`config.mk`:
```
export PLATFORM = sky130hd
export DESIGN_NAME = vga_pattern_gen
export DESIGN_NICKNAME = d
export VERILOG_FILES = /design/src/rtl/vga_pattern_gen.sv
export SDC_FILE = /design/constraint.sdc
export NUM_CORES = 1
export LEC_CHECK = 0
export BUFFER_PORTS_ARGS = -buffer_cell sky130_fd_sc_hd__buf_4
export CORE_ASPECT_RATIO = 0.8
export CORE_UTILIZATION = 45
export CTS_CLUSTER_DIAMETER = 50
export DETAILED_ROUTE_END_ITERATION = 7
export PLACE_DENSITY = 0.73
export SYNTH_ARGS = -nofsm -noshare
export SYNTH_HDL_FRONTEND = slang
export SYNTH_SLANG_ARGS = --single-unit
```
`constraint.sdc`:
```
create_clock -name clk_25 -period 4.1 [get_ports clk_25]
set_clock_uncertainty 0.2 [all_clocks]
set_input_delay 0.82 -clock clk_25 [delete_from_list [all_inputs] [get_ports clk_25]]
set_output_delay 0.82 -clock clk_25 [all_outputs]
set_load 0.01 [all_outputs]
```
`src/rtl/vga_pattern_gen.sv`:
```
// VGA timing and test-pattern generator: internal h/v counters drive registered
// sync, display-enable and an {R,G,B} pattern pixel selected once per frame.
module vga_pattern_gen #(
  parameter int H_ACTIVE   = 640,
  parameter int H_FP       = 16,
  parameter int H_SYNC     = 96,
  parameter int H_BP       = 48,
  parameter int V_ACTIVE   = 480,
  parameter int V_FP       = 10,
  parameter int V_SYNC     = 2,
  parameter int V_BP       = 33,
  parameter int CH_W       = 1,
  parameter int SYNC_POL   = 0,
  parameter int CHECK_LOG2 = 5,
  parameter int MOVE_W     = 16
) (
  input  logic                clk_25,
  input  logic                rst_n,
  input  logic [1:0]          mode,
  output logic [3*CH_W-1:0]   pixel,
  output logic                hsync_out,
  output logic                vsync_out,
  output logic                display_en,
  output logic                frame_start
);

  localparam int H_TOTAL = H_ACTIVE + H_FP + H_SYNC + H_BP;
  localparam int V_TOTAL = V_ACTIVE + V_FP + V_SYNC + V_BP;
  localparam int HW      = $clog2(H_TOTAL);
  localparam int VW      = $clog2(V_TOTAL);
  localparam int PW      = (H_ACTIVE > 1) ? $clog2(H_ACTIVE) : 1;
  localparam int CW      = ((HW > PW) ? HW : PW) + 1;
  localparam int PIX_W   = 3 * CH_W;
  localparam int BAR_W   = H_ACTIVE / 8;
  localparam int BCW     = (BAR_W > 1) ? $clog2(BAR_W) : 1;

  localparam logic [HW-1:0]  H_LAST   = HW'(H_TOTAL - 1);
  localparam logic [VW-1:0]  V_LAST   = VW'(V_TOTAL - 1);
  localparam logic [HW-1:0]  H_VIS    = HW'(H_ACTIVE);
  localparam logic [VW-1:0]  V_VIS    = VW'(V_ACTIVE);
  localparam logic [HW-1:0]  HS_FIRST = HW'(H_ACTIVE + H_FP);
  localparam logic [HW-1:0]  HS_LAST  = HW'(H_ACTIVE + H_FP + H_SYNC - 1);
  localparam logic [VW-1:0]  VS_FIRST = VW'(V_ACTIVE + V_FP);
  localparam logic [VW-1:0]  VS_LAST  = VW'(V_ACTIVE + V_FP + V_SYNC - 1);
  localparam logic [PW-1:0]  POS_LAST = PW'(H_ACTIVE - 1);
  localparam logic [BCW-1:0] BAR_LAST = BCW'(BAR_W - 1);
  localparam logic           SYNC_ACT = (SYNC_POL != 0);

  function automatic logic [PIX_W-1:0] expand_rgb(input logic [2:0] rgb);
    return {{CH_W{rgb[2]}}, {CH_W{rgb[1]}}, {CH_W{rgb[0]}}};
  endfunction

  function automatic logic [2:0] bar_colour(input logic [2:0] idx);
    case (idx)
      3'd0:    return 3'b111;
      3'd1:    return 3'b110;
      3'd2:    return 3'b011;
      3'd3:    return 3'b010;
      3'd4:    return 3'b101;
      3'd5:    return 3'b100;
      3'd6:    return 3'b001;
      default: return 3'b000;
    endcase
  endfunction

  logic [HW-1:0]  hcnt;
  logic [VW-1:0]  vcnt;
  logic [1:0]     mode_q;
  logic [PW-1:0]  pos;
  logic [BCW-1:0] bar_cnt;
  logic [2:0]     bar_idx;

  logic             h_wrap, v_wrap, at_origin, visible_p0, hs_act_p0, vs_act_p0;
  logic             in_bar_p0;
  logic [1:0]       mode_eff_p0;
  logic [PW-1:0]    pos_nxt;
  logic [CW-1:0]    x_ext, pos_ext;
  logic [2:0]       rgb_p0;
  logic [PIX_W-1:0] pixel_p0;

  // stage p0: decode current counter state into next output values
  assign h_wrap     = (hcnt == H_LAST);
  assign v_wrap     = (vcnt == V_LAST);
  assign at_origin  = (hcnt == '0) && (vcnt == '0);
  assign visible_p0 = (hcnt < H_VIS) && (vcnt < V_VIS);
  assign hs_act_p0  = (hcnt >= HS_FIRST) && (hcnt <= HS_LAST);
  assign vs_act_p0  = (vcnt >= VS_FIRST) && (vcnt <= VS_LAST);

  // the origin pixel already belongs to the new frame, so it sees the mode and pos being latched
  assign mode_eff_p0 = at_origin ? mode : mode_q;
  assign pos_nxt     = (at_origin && mode == 2'd3) ? ((pos == POS_LAST) ? '0 : pos + 1'b1) : pos;

  assign x_ext     = CW'(hcnt);
  assign pos_ext   = CW'(pos_nxt);
  assign in_bar_p0 = (x_ext >= pos_ext) && (x_ext < pos_ext + CW'(MOVE_W));

  always_comb begin
    rgb_p0 = 3'b000;
    if (visible_p0) begin
      case (mode_eff_p0)
        2'd0:    rgb_p0 = 3'b111;
        2'd1:    rgb_p0 = bar_colour(bar_idx);
        2'd2:    rgb_p0 = {3{hcnt[CHECK_LOG2] ^ vcnt[CHECK_LOG2]}};
        default: rgb_p0 = {3{in_bar_p0}};
      endcase
    end
    pixel_p0 = expand_rgb(rgb_p0);
  end

  // stage p1: counters advance, outputs register the p0 decode
  always_ff @(posedge clk_25 or negedge rst_n) begin
    if (!rst_n) begin
      hcnt        <= '0;
      vcnt        <= '0;
      mode_q      <= 2'd0;
      pos         <= '0;
      bar_cnt     <= '0;
      bar_idx     <= 3'd0;
      pixel       <= '0;
      display_en  <= 1'b0;
      frame_start <= 1'b0;
      hsync_out   <= ~SYNC_ACT;
      vsync_out   <= ~SYNC_ACT;
    end else begin
      hcnt <= h_wrap ? '0 : hcnt + 1'b1;
      if (h_wrap) vcnt <= v_wrap ? '0 : vcnt + 1'b1;
      if (at_origin) mode_q <= mode;
      pos <= pos_nxt;

      // bar tracker follows hcnt; the last bar absorbs any remainder pixels
      if (h_wrap) begin
        bar_cnt <= '0;
        bar_idx <= 3'd0;
      end else if (bar_cnt == BAR_LAST) begin
        bar_cnt <= '0;
        if (bar_idx != 3'd7) bar_idx <= bar_idx + 3'd1;
      end else begin
        bar_cnt <= bar_cnt + 1'b1;
      end

      pixel       <= pixel_p0;
      display_en  <= visible_p0;
      frame_start <= at_origin;
      hsync_out   <= hs_act_p0 ? SYNC_ACT : ~SYNC_ACT;
      vsync_out   <= vs_act_p0 ? SYNC_ACT : ~SYNC_ACT;
    end
  end

endmodule

```
==> impl_metrics.yaml <==
timing:
  rsz0062_at_grt: "no"
  relSlewSlack: 0.544
  fin_crit_ns: 3.91
  period_share: 0.953
  hold_violations: 0
  final_max_slew_viol_count: 0
  setup_viol: 0
  max_freq_mhz: 256
  tns_ns: 0
  worst_pin_slew_ns: 0.680
setup_path:
  worstReg2RegEnd: "pixel[0]"
  crit_required_ns: 4.12
  r2r_cells: 17
  crit_arrival_ns: 3.93
  rr_startpoint: "hcnt[0]"
  crit_type: "flip-flop to flip-flop"
  endpoint_kind: "flip-flop"
  reg2reg_slack_ns: 0.19
  start_kind: "flip-flop"
  path_max_fanout: 4
place:
  port_buffers: 10
  place_area_mm2: 0.00343
  dp_hpwl_um: 5280
  place_congestion: 0.928
final_layout:
  n_fill_cell: 609
  diodes: 0
  drive_above_1_share: 0.150
  utilization: 0.524
  stdcell_area_mm2: 0.00359
  nets: 393
  syn2layout_area_growth_pct: 12.6
synthesis:
  syn_area_mm2: 0.00319
  yosysSeqAreaShare: 0.385
  ys_seq_elements: 49
  synth.area.top_cells: "dfrtp_1 (37%), ha_1 (12%), nand2_1 (3.3%)"
  ys_async_sr_fraction: 1.00
  synth_cells: 334
  ys_warn_count: 0
  netlist-cell-type-count: 58
  synth_fp_nets: 368
  synth_flop_cell: "dfrtp_1"
  synth_top_area_cell: "dfrtp_1"
  synth_top_area_share: 0.369
  synth-edff-count: 0
  syn_area_per_cell_um2: 9.55
status:
  failed_checks: "design-rule violations"
  outcome: "complete, but fails checks"
cts:
  cts_tree: "done"
  clk_latency_ns: 0.31
  cts.sinks: 49
  htreeDepth: 2
  cts_max_path_buffers: 2
  clk_pin_slew_worst_paths_ns: 0.10
  hold_buffers: 0
  clockRootBuffer: "clkbuf_8"
  cts_buffers: 5
die:
  num_rows: 27
  dieArea_mm2: 0.00743
  pin_count: 11
  die_y_um: 77.3
  start_util: 0.465
  die-width_um: 96.1
  core_area_mm2: 0.00686
grt:
  grt_max_degree: 50
  track_usage: 0.207
  grt_pass1_vias: 2440
  gr-total-overflow: 0
  grt_pass1_wl_um: 11800
  antenna_found_initial: 0
drt:
  wl_per_cell_um: 15.4
  vias: 2557
  drt_iter0_drc: 109
  ant_nets: 0
  viasPerCell: 5.72
  first_pass_iters: 6
  drc: 2
  wirelength_um: 6900
power_and_ir_drop:
  p_leak_nw: 1.58
  ir_drop_mv: 0.137
  power_density_mw_per_mm2: 243
hold_path:
  min_to: "bar_cnt[0]"
  worst_hold_path_type: "flip-flop to flip-flop"
  hold_path_startpoint: "bar_cnt[0]"
  min_path_cells: 1
job:
  maxCapViolCount: 0
## routing by layer
| layer | wire length, µm | up-vias | global-route usage | share of wire |
|---|---|---|---|---|
| met1 | 3450 | 1240 | 0.296 | 0.50 |
| met5 | 0 | - | 0 | 0 |
| li1 | - | 1248 | - | - |
| met3 | 252 | 11 | 0.0367 | 0.037 |
| met2 | 3080 | 58 | 0.311 | 0.45 |
| met4 | 116 | 0 | 0.0731 | 0.017 |
## cell type report
class                      instances  area, µm²  area share
sequential                        49       1230       0.342
clock buffer                       6       82.6      0.0230
timing repair buffer              25        188      0.0523
tap                               87        109      0.0303
clock inverter                     2       37.5      0.0105
multi-input combinational        256       1860       0.519
inverter                          22       82.6      0.0230
## synth_stat cells (all sizes together) (2+ instances only)
cell type	number
o21a	7
nor2	26
xnor2	12
a21oi	7
nor4	2
or4	4
o41ai	2
xor2	11
nor4b	2
clkbuf	3
dfrtp	47
and2	9
buf	4
a31oi	2
ha	30
o21ai	17
o22ai	3
o31a	2
or3	3
nor2b	6
dfstp	2
o31ai	6
nor3	13
a21o	4
nand2	28
nand4	5
a221oi	2
nand3	17
a2111oi	3
inv	22
nand2b	5
a31o	2
and3	9
## flip-flops by register name, summed over array words and instances, names as in the netlist
signal,cells
bar_cnt,7
bar_idx,3
display_en,1
frame_start,1
hcnt,10
hsync_out,1
mode_q,2
pixel,3
pos,10
vcnt,10
vsync_out,1
## cells in the final DEF, fill, tap and decap left out, types with 3 or more instances in the layout
cell,synthesis,routed
dfrtp_1,47,47
or4_1,3,3
o21ai_0,13,13
xnor2_1,12,11
a21oi_1,7,6
buf_4,0,25
nand2_1,28,28
o22ai_1,3,3
and2_1,8,8
o21ai_1,4,4
inv_2,3,3
nor2b_1,6,6
o21a_1,7,7
nor3_1,12,11
and3_1,9,9
a21o_1,4,4
o31ai_1,6,6
xor2_1,11,11
clkbuf_8,0,6
nand4_1,5,5
inv_1,19,19
nand2b_1,5,5
ha_1,30,30
nor2_1,26,26
or3_1,3,3
nand3_1,17,17
## worst max path at each step
stage,startpoint,endpoint,slack (ns),cells past startpoint
finish,hcnt[0],pixel[0],0.19,17
global route,hcnt[0],pixel[0],0.004,17
CTS,hcnt[0],pixel[1],0.11,16
detailed placement,mode[0],pixel[0],0.16,16
global placement,hcnt[0],pixel[2],0.22,16
floorplan,hcnt[4],pixel[0],0.50,16
## per-stage QoR
step	power (W)	hold WS [ns]	std cells	setup slack (ns)
after CTS	0.000889	0.277	446	0.112
after detailed placement	0.000521	0.264	438	0.158
after global placement	0.000520	0.243	438	0.224
after floorplan	0.000503	0.225	334	0.502
final	0.000874	0.268	447	0.194
after global routing	0.000912	0.294	447	0.00448
## logic make-up after synthesis
| logic type | after synthesis | synth area share |
|---|---|---|
| muxes | 2 | 0.00667 |
| DFF | 49 | 0.385 |
| adders and majority gates | 30 | 0.118 |
| xor gates and xnor gates | 23 | 0.0632 |
| and+or+nand+nor | 135 | 0.241 |
| AOI/OAI and AO/OA | 66 | 0.145 |
| buffers and inverters | 29 | 0.0416 |
## critical path: stages, from the launching register on
cell and delay [ns]:
dfrtp_1 0.42, inv_1 0.11, ha_1 0.17, nor4b_4 0.26, and4b_2 0.34, and3_1 0.19
buf_4 0.13, a32oi_1 0.11, inv_1 0.11, ha_1 0.14, inv_1 0.08, a221oi_4 0.23
xor2_1 0.17, ha_1 0.26, a2111o_1 0.39, a21oi_2 0.15, a221oi_2 0.11, nor3_1 0.22
## where the power goes
group           total, W  internal (W)  leakage [nW]  switching, W
sequential      0.000487      0.000486         0.622    0.00000149
clock           0.000364      0.000198        0.0574      0.000165
combinational  0.0000230    0.00000721         0.899     0.0000158
total           0.000874      0.000692          1.58      0.000183
## what timing repair did
item                                    CTS  global route
gates resized for setup                   0             7
buffers inserted                          0             1
endpoints found under the setup margin    0             3
(Power assumes the default switching activity.)
